--- config.mk ---
export PLATFORM = sky130hd
export DESIGN_NAME = key_debounce_scan_flat
export DESIGN_NICKNAME = d
export VERILOG_FILES = /design/src/rtl/key_debounce_scan_if.sv /design/src/rtl/key_debounce_scan.sv /design/src/flat_wrapper.sv
export SDC_FILE = /design/constraint.sdc
export NUM_CORES = 1
export LEC_CHECK = 0
export ABC_AREA = 1
export CORE_MARGIN = 2
export CORE_UTILIZATION = 53
export DETAILED_ROUTE_END_ITERATION = 16
export PLACE_DENSITY = 0.82
export SYNTH_ARGS = -nofsm -noshare
export SYNTH_HDL_FRONTEND = slang
export SYNTH_SLANG_ARGS = --single-unit
--- constraint.sdc ---
create_clock -name clk -period 2.6 [get_ports clk]
set_clock_uncertainty 0.2 [all_clocks]
set_input_delay 0.26 -clock clk [delete_from_list [all_inputs] [get_ports clk]]
set_output_delay 0.26 -clock clk [all_outputs]
set_load 0.01 [all_outputs]
--- src/rtl/key_debounce_scan_if.sv ---
// Key pins in, debounced level and one-cycle event pulses out, one bit per key.
// The design drives through the slave modport; the stimulus side uses master.
interface key_debounce_scan_if #(
  parameter int KEY_NUM = 4
);
  logic [KEY_NUM-1:0] key_i;
  logic [KEY_NUM-1:0] key_state_o;
  logic [KEY_NUM-1:0] press_o;
  logic [KEY_NUM-1:0] release_o;
  logic [KEY_NUM-1:0] long_o;

  modport master (
    output key_i,
    input  key_state_o, press_o, release_o, long_o
  );

  modport slave (
    input  key_i,
    output key_state_o, press_o, release_o, long_o
  );
endinterface

--- src/rtl/key_debounce_scan.sv ---
// Per-key sync + debounce FSM: press/release/long pulses 1 cycle after the causing transition,
// pin to press_o = 2 + DB_CNT_MAX + 1 cycles. Define KEY_REPEAT_EN for auto-repeat on long_o.
module key_debounce_scan #(
  parameter int   KEY_NUM         = 4,
  parameter logic KEY_PRESS_MODE  = 1'b0,
  parameter int   CLK_FREQ        = 50_000_000,
  parameter int   DEBOUNCE_TIME   = 20,
  parameter int   LONG_PRESS_TIME = 1000,
  parameter int   REPEAT_PERIOD   = 200
) (
  input  logic                   clk,
  input  logic                   rst_n,
  key_debounce_scan_if.slave     bus
);

  localparam int unsigned DB_CNT_MAX   = (CLK_FREQ / 1000) * DEBOUNCE_TIME;
  localparam int unsigned LONG_CNT_MAX = (CLK_FREQ / 1000) * LONG_PRESS_TIME;
  localparam logic [31:0] DB_LAST      = 32'(DB_CNT_MAX - 1);
  localparam logic [31:0] LONG_LAST    = 32'(LONG_CNT_MAX - 1);
  localparam logic [KEY_NUM-1:0] RELEASED = {KEY_NUM{~KEY_PRESS_MODE}};

  if (KEY_NUM < 1 || KEY_NUM > 32 || CLK_FREQ < 1000 || REPEAT_PERIOD < 0) begin : g_bad_cfg
    $error("key_debounce_scan: invalid KEY_NUM/CLK_FREQ/REPEAT_PERIOD");
  end
  if (DB_CNT_MAX < 2 || LONG_CNT_MAX <= DB_CNT_MAX) begin : g_bad_cnt
    $error("key_debounce_scan: need DB_CNT_MAX >= 2 and LONG_CNT_MAX > DB_CNT_MAX");
  end

`ifdef KEY_REPEAT_EN
  localparam int unsigned RPT_CNT_MAX = (CLK_FREQ / 1000) * REPEAT_PERIOD;
  localparam logic [31:0] RPT_LAST    = 32'(RPT_CNT_MAX - 1);
  if (RPT_CNT_MAX < 2) begin : g_bad_rpt
    $error("key_debounce_scan: need RPT_CNT_MAX >= 2");
  end
`endif

  typedef enum logic [2:0] {
    IDLE,
    PRESS_DB,
    HELD,
    LONG,
    REL_DB
  } key_fsm_t;

  logic [KEY_NUM-1:0] sync1, sync2, lvl;
  logic [KEY_NUM-1:0] state_q, press_q, release_q, long_q;

  always_ff @(posedge clk) begin
    if (!rst_n) begin
      sync1 <= RELEASED;
      sync2 <= RELEASED;
    end else begin
      sync1 <= bus.key_i;
      sync2 <= sync1;
    end
  end

  // lvl = 1 means pressed regardless of pin polarity
  assign lvl = sync2 ^ RELEASED;

  for (genvar k = 0; k < KEY_NUM; k++) begin : g_key
    key_fsm_t    st, st_nxt;
    logic [31:0] cnt, cnt_nxt;
    logic        long_seen, long_seen_nxt;
    logic        state_r, press_r, release_r, long_r;
    logic        state_nxt, press_nxt, release_nxt, long_nxt;

    always_ff @(posedge clk) begin
      if (!rst_n) begin
        st        <= IDLE;
        cnt       <= '0;
        long_seen <= 1'b0;
        state_r   <= 1'b0;
        press_r   <= 1'b0;
        release_r <= 1'b0;
        long_r    <= 1'b0;
      end else begin
        st        <= st_nxt;
        cnt       <= cnt_nxt;
        long_seen <= long_seen_nxt;
        state_r   <= state_nxt;
        press_r   <= press_nxt;
        release_r <= release_nxt;
        long_r    <= long_nxt;
      end
    end

    always_comb begin
      st_nxt        = st;
      cnt_nxt       = cnt;
      long_seen_nxt = long_seen;
      press_nxt     = 1'b0;
      release_nxt   = 1'b0;
      long_nxt      = 1'b0;
      case (st)
        IDLE: begin
          cnt_nxt       = '0;
          long_seen_nxt = 1'b0;
          if (lvl[k]) st_nxt = PRESS_DB;
        end
        PRESS_DB: begin
          if (!lvl[k]) begin
            st_nxt  = IDLE;
            cnt_nxt = '0;
          end else if (cnt == DB_LAST) begin
            st_nxt    = HELD;
            cnt_nxt   = '0;
            press_nxt = 1'b1;
          end else begin
            cnt_nxt = cnt + 32'd1;
          end
        end
        HELD: begin
          if (!lvl[k]) begin
            st_nxt  = REL_DB;
            cnt_nxt = '0;
          end else if (cnt == LONG_LAST) begin
            st_nxt        = LONG;
            cnt_nxt       = '0;
            long_nxt      = 1'b1;
            long_seen_nxt = 1'b1;
          end else begin
            cnt_nxt = cnt + 32'd1;
          end
        end
        LONG: begin
          if (!lvl[k]) begin
            st_nxt  = REL_DB;
            cnt_nxt = '0;
          end else begin
`ifdef KEY_REPEAT_EN
            if (cnt == RPT_LAST) begin
              cnt_nxt  = '0;
              long_nxt = 1'b1;
            end else begin
              cnt_nxt = cnt + 32'd1;
            end
`else
            cnt_nxt = '0;
`endif
          end
        end
        REL_DB: begin
          // a bounce back resumes the hold without a second press
          if (lvl[k]) begin
            st_nxt  = long_seen ? LONG : HELD;
            cnt_nxt = '0;
          end else if (cnt == DB_LAST) begin
            st_nxt      = IDLE;
            cnt_nxt     = '0;
            release_nxt = 1'b1;
          end else begin
            cnt_nxt = cnt + 32'd1;
          end
        end
        default: begin
          st_nxt  = IDLE;
          cnt_nxt = '0;
        end
      endcase
      state_nxt = (st_nxt == HELD) || (st_nxt == LONG) || (st_nxt == REL_DB);
    end

    assign state_q[k]   = state_r;
    assign press_q[k]   = press_r;
    assign release_q[k] = release_r;
    assign long_q[k]    = long_r;
  end

  assign bus.key_state_o = state_q;
  assign bus.press_o     = press_q;
  assign bus.release_o   = release_q;
  assign bus.long_o      = long_q;

endmodule

--- src/flat_wrapper.sv ---
// flat-port wrapper written by rule: the top's interface ports become plain ports
module key_debounce_scan_flat 
#(
  parameter int   KEY_NUM         = 4,
  parameter logic KEY_PRESS_MODE  = 1'b0,
  parameter int   CLK_FREQ        = 50_000_000,
  parameter int   DEBOUNCE_TIME   = 20,
  parameter int   LONG_PRESS_TIME = 1000,
  parameter int   REPEAT_PERIOD   = 200
)
  (clk, rst_n, bus_key_i, bus_key_state_o, bus_press_o, bus_release_o, bus_long_o);
  key_debounce_scan_if #(.KEY_NUM(KEY_NUM)) bus_i ();
  input  logic clk;
  input  logic rst_n;
  input wire logic [$bits(bus_i.key_i)-1:0] bus_key_i;
  output wire logic [$bits(bus_i.key_state_o)-1:0] bus_key_state_o;
  output wire logic [$bits(bus_i.press_o)-1:0] bus_press_o;
  output wire logic [$bits(bus_i.release_o)-1:0] bus_release_o;
  output wire logic [$bits(bus_i.long_o)-1:0] bus_long_o;
  assign bus_i.key_i = bus_key_i;
  assign bus_key_state_o = bus_i.key_state_o;
  assign bus_press_o = bus_i.press_o;
  assign bus_release_o = bus_i.release_o;
  assign bus_long_o = bus_i.long_o;
  key_debounce_scan #(.KEY_NUM(KEY_NUM), .KEY_PRESS_MODE(KEY_PRESS_MODE), .CLK_FREQ(CLK_FREQ), .DEBOUNCE_TIME(DEBOUNCE_TIME), .LONG_PRESS_TIME(LONG_PRESS_TIME), .REPEAT_PERIOD(REPEAT_PERIOD)) u_core (.clk(clk), .rst_n(rst_n), .bus(bus_i));
endmodule
==> results of run 1 <==
==> metal layers <==
metal  up-vias  global-route usage
met1      3998               0.326
met4         0              0.0940
li1       4587                   -
met5         -                   0
met2       381               0.367
met3        64              0.0475
==> power by group through the flow <==
stage          clock network (mW)  registers [mW]  logic [mW]
5_1_grt                      2.53            2.59      0.0606
3_3_place_gp                    0            2.65      0.0523
2_1_floorplan                   0            2.64      0.0367
4_1_cts                      2.42            2.59      0.0536
6_report                     2.36            2.59      0.0539
3_5_place_dp                    0            2.65      0.0534
==> through the flow <==
step,power [mW],std cells,instance area (sq um),util,worst slack [ns]
CTS,5.06,1705,10300,0.580,0.408
global route,5.18,1705,10300,0.580,0.215
global placement,2.70,1673,9800,0.549,0.512
detailed placement,2.70,1673,9800,0.549,0.421
floorplan,2.68,1458,9570,-,0.687
finish,5.00,1705,10300,0.580,0.410
==> placed cells by master, fill, tap and decap left out, types with 3 or more instances in the layout <==
cell type	Yosys	layout
clkinv_2	0	3
ha_1	4	4
nand4_1	60	60
nand2_2	4	4
or2_2	10	10
nor3b_1	4	4
xor2_1	73	73
inv_6	0	4
nor3_1	84	84
nand3_1	88	88
o21ai_0	22	22
nand3b_1	8	8
nor2_2	18	18
dfxtp_1	168	168
nand2_4	5	5
a21oi_1	13	13
clkdlybuf4s50_1	0	21
inv_1	196	196
nor4_1	8	8
clkbuf_16	0	17
nor2_1	296	296
clkinv_4	0	3
inv_2	6	6
nor3_2	9	9
xnor2_1	17	17
nand2_1	311	311
==> Yosys cell counts (3+ instances only) <==
cell type,n
a21oi_1,13
buf_2,7
buf_4,17
buf_6,6
clkbuf_1,3
dfxtp_1,168
ha_1,4
inv_1,196
inv_2,6
nand2_1,311
nand2_2,4
nand2_4,5
nand3_1,88
nand3b_1,8
nand4_1,60
nor2_1,296
nor2_2,18
nor3_1,84
nor3_2,9
nor3b_1,4
nor4_1,8
o21ai_0,22
or2_2,10
xnor2_1,17
xor2_1,73
==> path summary, 6_finish.rpt <==
check	from	end	slack (ns)	cells after the start
min reg2reg	u_core.sync1[2]$_SDFF_PN1_	u_core.sync2[2]$_SDFF_PN1_	0.22	1
min	bus_key_i[3]	u_core.sync1[3]$_SDFF_PN1_	0.20	2
max reg2reg	u_core.g_key[0].cnt[0]$_SDFF_PN0_	u_core.g_key[0].cnt[30]$_SDFF_PN0_	0.41	10
max	u_core.g_key[0].cnt[0]$_SDFF_PN0_	u_core.g_key[0].cnt[30]$_SDFF_PN0_	0.41	10
==> worst reg2reg max path: stages, from the launching register on <==
cell,delay (ns)
dfxtp_1,0.40
ha_1,0.26
inv_1,0.10
nor3_4,0.27
nand2_2,0.08
nor2_2,0.17
nand2_2,0.10
o21ai_2,0.11
nand2_4,0.11
nand2_8,0.19
nor2_1,0.10
==> area by class of cell <==
cell class | instances | area share
tap | 229 | 0.0277
sequential | 168 | 0.325
inverter | 204 | 0.0740
multi-input combinational | 1050 | 0.499
timing repair buffer | 22 | 0.0211
clock inverter | 14 | 0.0110
clock buffer | 18 | 0.0415
==> registers in the layout (all words and copies together) (netlist names) <==
name                    cells
u_core.g_key.long_r         4
u_core.g_key.release_r      4
u_core.g_key.st            12
u_core.g_key.long_seen      4
u_core.g_key.press_r        4
u_core.sync1                4
u_core.g_key.cnt          128
u_core.g_key.state_r        4
u_core.sync2                4
==> kinds of logic (layout without fill, tap and decap cells) <==
logic type / Yosys count / count (layout) / synth area share
simple gates: 913 / 913 / 0.427
buf+inv: 240 / 258 / 0.109
flops: 168 / 168 / 0.351
xor+xnor: 90 / 90 / 0.0823
compound gates: 43 / 43 / 0.0254
fa+ha+maj: 4 / 4 / 0.00523
==> flow_summary.ini, run 1 <==
[global_route]
antenna_found_initial = 0
grt_max_degree = 29
grt_pass1_vias = 8147
grt_usage = 0.237
grt_pass1_wl_um = 38000
grt-ovfl-total = 0

[critical_path]
critPathMostFrequentCell = nand2_2
crit_family = simple AND/OR/NAND/NOR gates
crit_slowest_cell = dfxtp_1
worst-path-buf-inv = 1
crit_required_ns = 2.73
cp.arrival_ns = 2.32
worst_setup_path_start_kind = flop
crit_chain = ha_1 -> inv_1 -> nor3_4 -> nand2_2 -> nor2_2 -> nand2_2 -> o21ai_2 -> nand2_4 -> nand2_8 -> nor2_1
critPathMaxFanout = 28
worstSetupEndpointType = flop
cpPeakStageDelay_ns = 0.40
worst-setup-path-type = flop to flop

[detailed_routing]
drt_iter0_markers = 919
num_vias = 9030
via_per_inst = 5.30
dr.pass1.iters = 5
ant_nets = 0
top_layer = met4
drt_wl_total_um = 22500
wl_met1_um = 10200
drc = 0
wl_met2_um = 10100
wl_met3_um = 1630
wl_per_cell_um = 13.2

[yosys]
async_flop_share = 0
synthCells = 1458
ys_seq_elements = 168
yosysSeqAreaShare = 0.351
synth_top_area_cell = dfxtp_1
synth_area_sq_um = 9570
synth_flop_cell = dfxtp_1
syn_nets = 1468
yosysTopAreaCellShare = 0.351
synth_cell_types = 42
synth_area_leaders = dfxtp_1, nand2_1, nor2_1
syn_area_per_cell_sq_um = 6.57
synth.yosys.warnings = 0
synth-edff-count = 0

[timing]
worst_slew_pin_slew_ns = 0.541
max_freq_ghz = 0.457
holdWs_ns = 0.203
timing_hold_violations_final = 0
relSlewSlack = 0.636
finalSetupTns_ns = 0
min_period_over_period = 0.842
rsz0062_at_grt = false
fin_crit_ns = 2.19
finalSetupViolCount = 0
drv_slew = 0

[clock_network]
clkSinkCount = 168
tritoncts = done
clk_latency_ns = 0.44
cts-root-buf = clkbuf_16
cts_buffers = 17
cts_resized = 0
cts_setup_buffers = 0
ctsLongestPathBuffers = 2
h-tree-depth = 4
postCtsHoldBufs = 0
clkTransAtPathRegs_ns = 0.07

[worst_hold_path]
hold_class = input pin to flop

[place]
portBuffers = 21
finalWeightedCongestion = 0.991
dpl.hpwl_um = 17100

[flow_run]
maxCapViolCount = 0

[floorplan]
die_area_sq_um = 19200
die_w_um = 138
ios = 22
die_h_um = 138
initial_core_util = 0.537
rows = 49
core_sq_um = 17800

[power_and_ir_drop]
p_int_mw = 3.84
switching_share = 0.232
pwr-share-seq = 0.517
ir_drop_mv = 0.488
pwr-share-clk = 0.472
p_sw_mw = 1.16
pwr-share-comb = 0.011
p_leak_nw = 3.71
power_density_nw_per_um2 = 484

[finish]
drive_gt1_frac = 0.0617
finalNetCount = 1473
syn_to_final_growth_pct = 8.01
multi_input_area_sq_um = 5160
seqCellArea_sq_um = 3360
diodes = 0
n_fill_cell = 1673

[outcome]
run_status = complete, no violations
(Power assumes the default switching activity.)
==> inputs of run 2 (changes only) <==
- clock period: 2.6 -> 2.15 ns (I/O delays scaled with it)
==> flow_summary.ini, run 2 (synthesized netlist as in run 1, its figures left out) <==
[floorplan]
die_area_sq_um = 19200
die_w_um = 138
ios = 22
die_h_um = 138
initial_core_util = 0.537
core_sq_um = 17800
rows = 49

[global_route]
grt-ovfl-total = 0
grt_usage = 0.244
grt_pass1_wl_um = 39000
grt_max_degree = 29
grt_pass1_vias = 8612
antenna_found_initial = 0

[power_and_ir_drop]
power_density_nw_per_um2 = 588
ir_drop_mv = 0.587
p_total_mw = 6.29
p_leak_nw = 3.88

[clock_network]
cts_buffers = 17
cts-root-buf = clkbuf_16
clkTransAtPathRegs_ns = 0.07
h-tree-depth = 4
ctsLongestPathBuffers = 2
postCtsHoldBufs = 0
tritoncts = done
clk_latency_ns = 0.43
clkSinkCount = 168

[detailed_routing]
wl_met3_um = 1700
wl_met1_um = 10400
drt_wl_total_um = 23900
drt_iter0_markers = 864
top_layer = met4
wl_met2_um = 11100
ant_nets = 0
drc = 0
num_vias = 9387
dr.pass1.iters = 7
via_per_inst = 5.41
wl_per_cell_um = 13.8

[flow_run]
maxCapViolCount = 0

[timing]
worst_slew_pin_slew_ns = 0.552
fin_crit_ns = 2.04
min_period_over_period = 0.948
drv_slew = 0
holdWs_ns = 0.211
max_freq_ghz = 0.491
timing_hold_violations_final = 0
finalSetupViolCount = 0
relSlewSlack = 0.629

[critical_path]
worstSetupEndpointType = flop
critPathMaxFanout = 4
worst_setup_path_start_kind = flop
worst-setup-path-type = flop to flop
cp.arrival_ns = 2.21
crit_required_ns = 2.32

[finish]
top_regs = u_core.g_key.cnt x128, u_core.g_key.st x12
syn_to_final_growth_pct = 11.9
largest_reg_flops = 128
drive_gt1_frac = 0.0883
finalNetCount = 1503
final_cell_mix = nand2_1, nor2_1, inv_1, dfxtp_1, nand3_1
final_util = 0.600
n_fill_cell = 1637
largest-register = u_core.g_key.cnt
diodes = 0
final_common_cell = nand2_1

[place]
dpl.hpwl_um = 17600
finalWeightedCongestion = 0.972
portBuffers = 21

[outcome]
run_status = complete, no violations

[worst_hold_path]
hold_class = input pin to flop
-- run 2: power breakdown --
| group | internal [mW] | switching, mW | total (mW) |
|---|---|---|---|
| clock | 1.73 | 1.35 | 3.09 |
| sequential | 3.12 | 0.00883 | 3.13 |
| combinational | 0.0312 | 0.0469 | 0.0781 |
-- run 2: worst paths after layout --
check	start	to	slack [ns]	cells past startpoint
hold / removal	bus_key_i[2]	u_core.sync1[2]$_SDFF_PN1_	0.21	2
hold reg to reg	u_core.sync1[2]$_SDFF_PN1_	u_core.sync2[2]$_SDFF_PN1_	0.22	1
setup / recovery	u_core.g_key[3].cnt[0]$_SDFF_PN0_	u_core.g_key[3].cnt[24]$_SDFF_PN0_	0.11	8
setup reg to reg	u_core.g_key[3].cnt[0]$_SDFF_PN0_	u_core.g_key[3].cnt[24]$_SDFF_PN0_	0.11	8
-- run 2: worst max-delay path: stages (launching register included) --
cell and delay (ns):
dfxtp_1 0.39, ha_1 0.27, nand3_1 0.21, nor2_1 0.17, inv_1 0.10, nor2_1 0.19, nand4_1 0.18, xor2_1 0.18
nor2_1 0.10
-- run 2: stage by stage --
stage | instances | TNS [ns] | worst slack, ns | cell area [sq um]
4_1_cts | 1727 | 0 | 0.0406 | 10600
6_report | 1735 | 0 | 0.112 | 10700
3_3_place_gp | 1695 | 0 | 0.144 | 9980
3_5_place_dp | 1695 | 0 | 0.0564 | 9980
5_1_grt | 1735 | -0.00321 | -0.00321 | 10700
2_1_floorplan | 1458 | 0 | 0.237 | 9570
-- run 2: routing by layer --
layer / vias up / GRT usage
li1: 4652 / -
met1: 4248 / 0.318
met2: 417 / 0.405
met3: 70 / 0.0426
met4: 0 / 0.0918
met5: - / 0
-- run 2: cell type report --
type,instances,area [sq um],share of cell area
Tap cell,229,287,0.0268
Timing Repair Buffer,49,433,0.0404
Sequential cell,168,3370,0.314
Clock inverter,15,166,0.0155
Multi-Input combinational cell,1053,5270,0.492
Clock buffer,17,425,0.0397
Inverter,204,766,0.0715
-- run 2: repair_timing --
item / 4_1_cts / 5_1_grt
cloned: 0 / 3
gates resized for setup: 1 / 17
setup endpoints to repair: 1 / 83
pin swaps: 0 / 7
setup buffers: 0 / 5
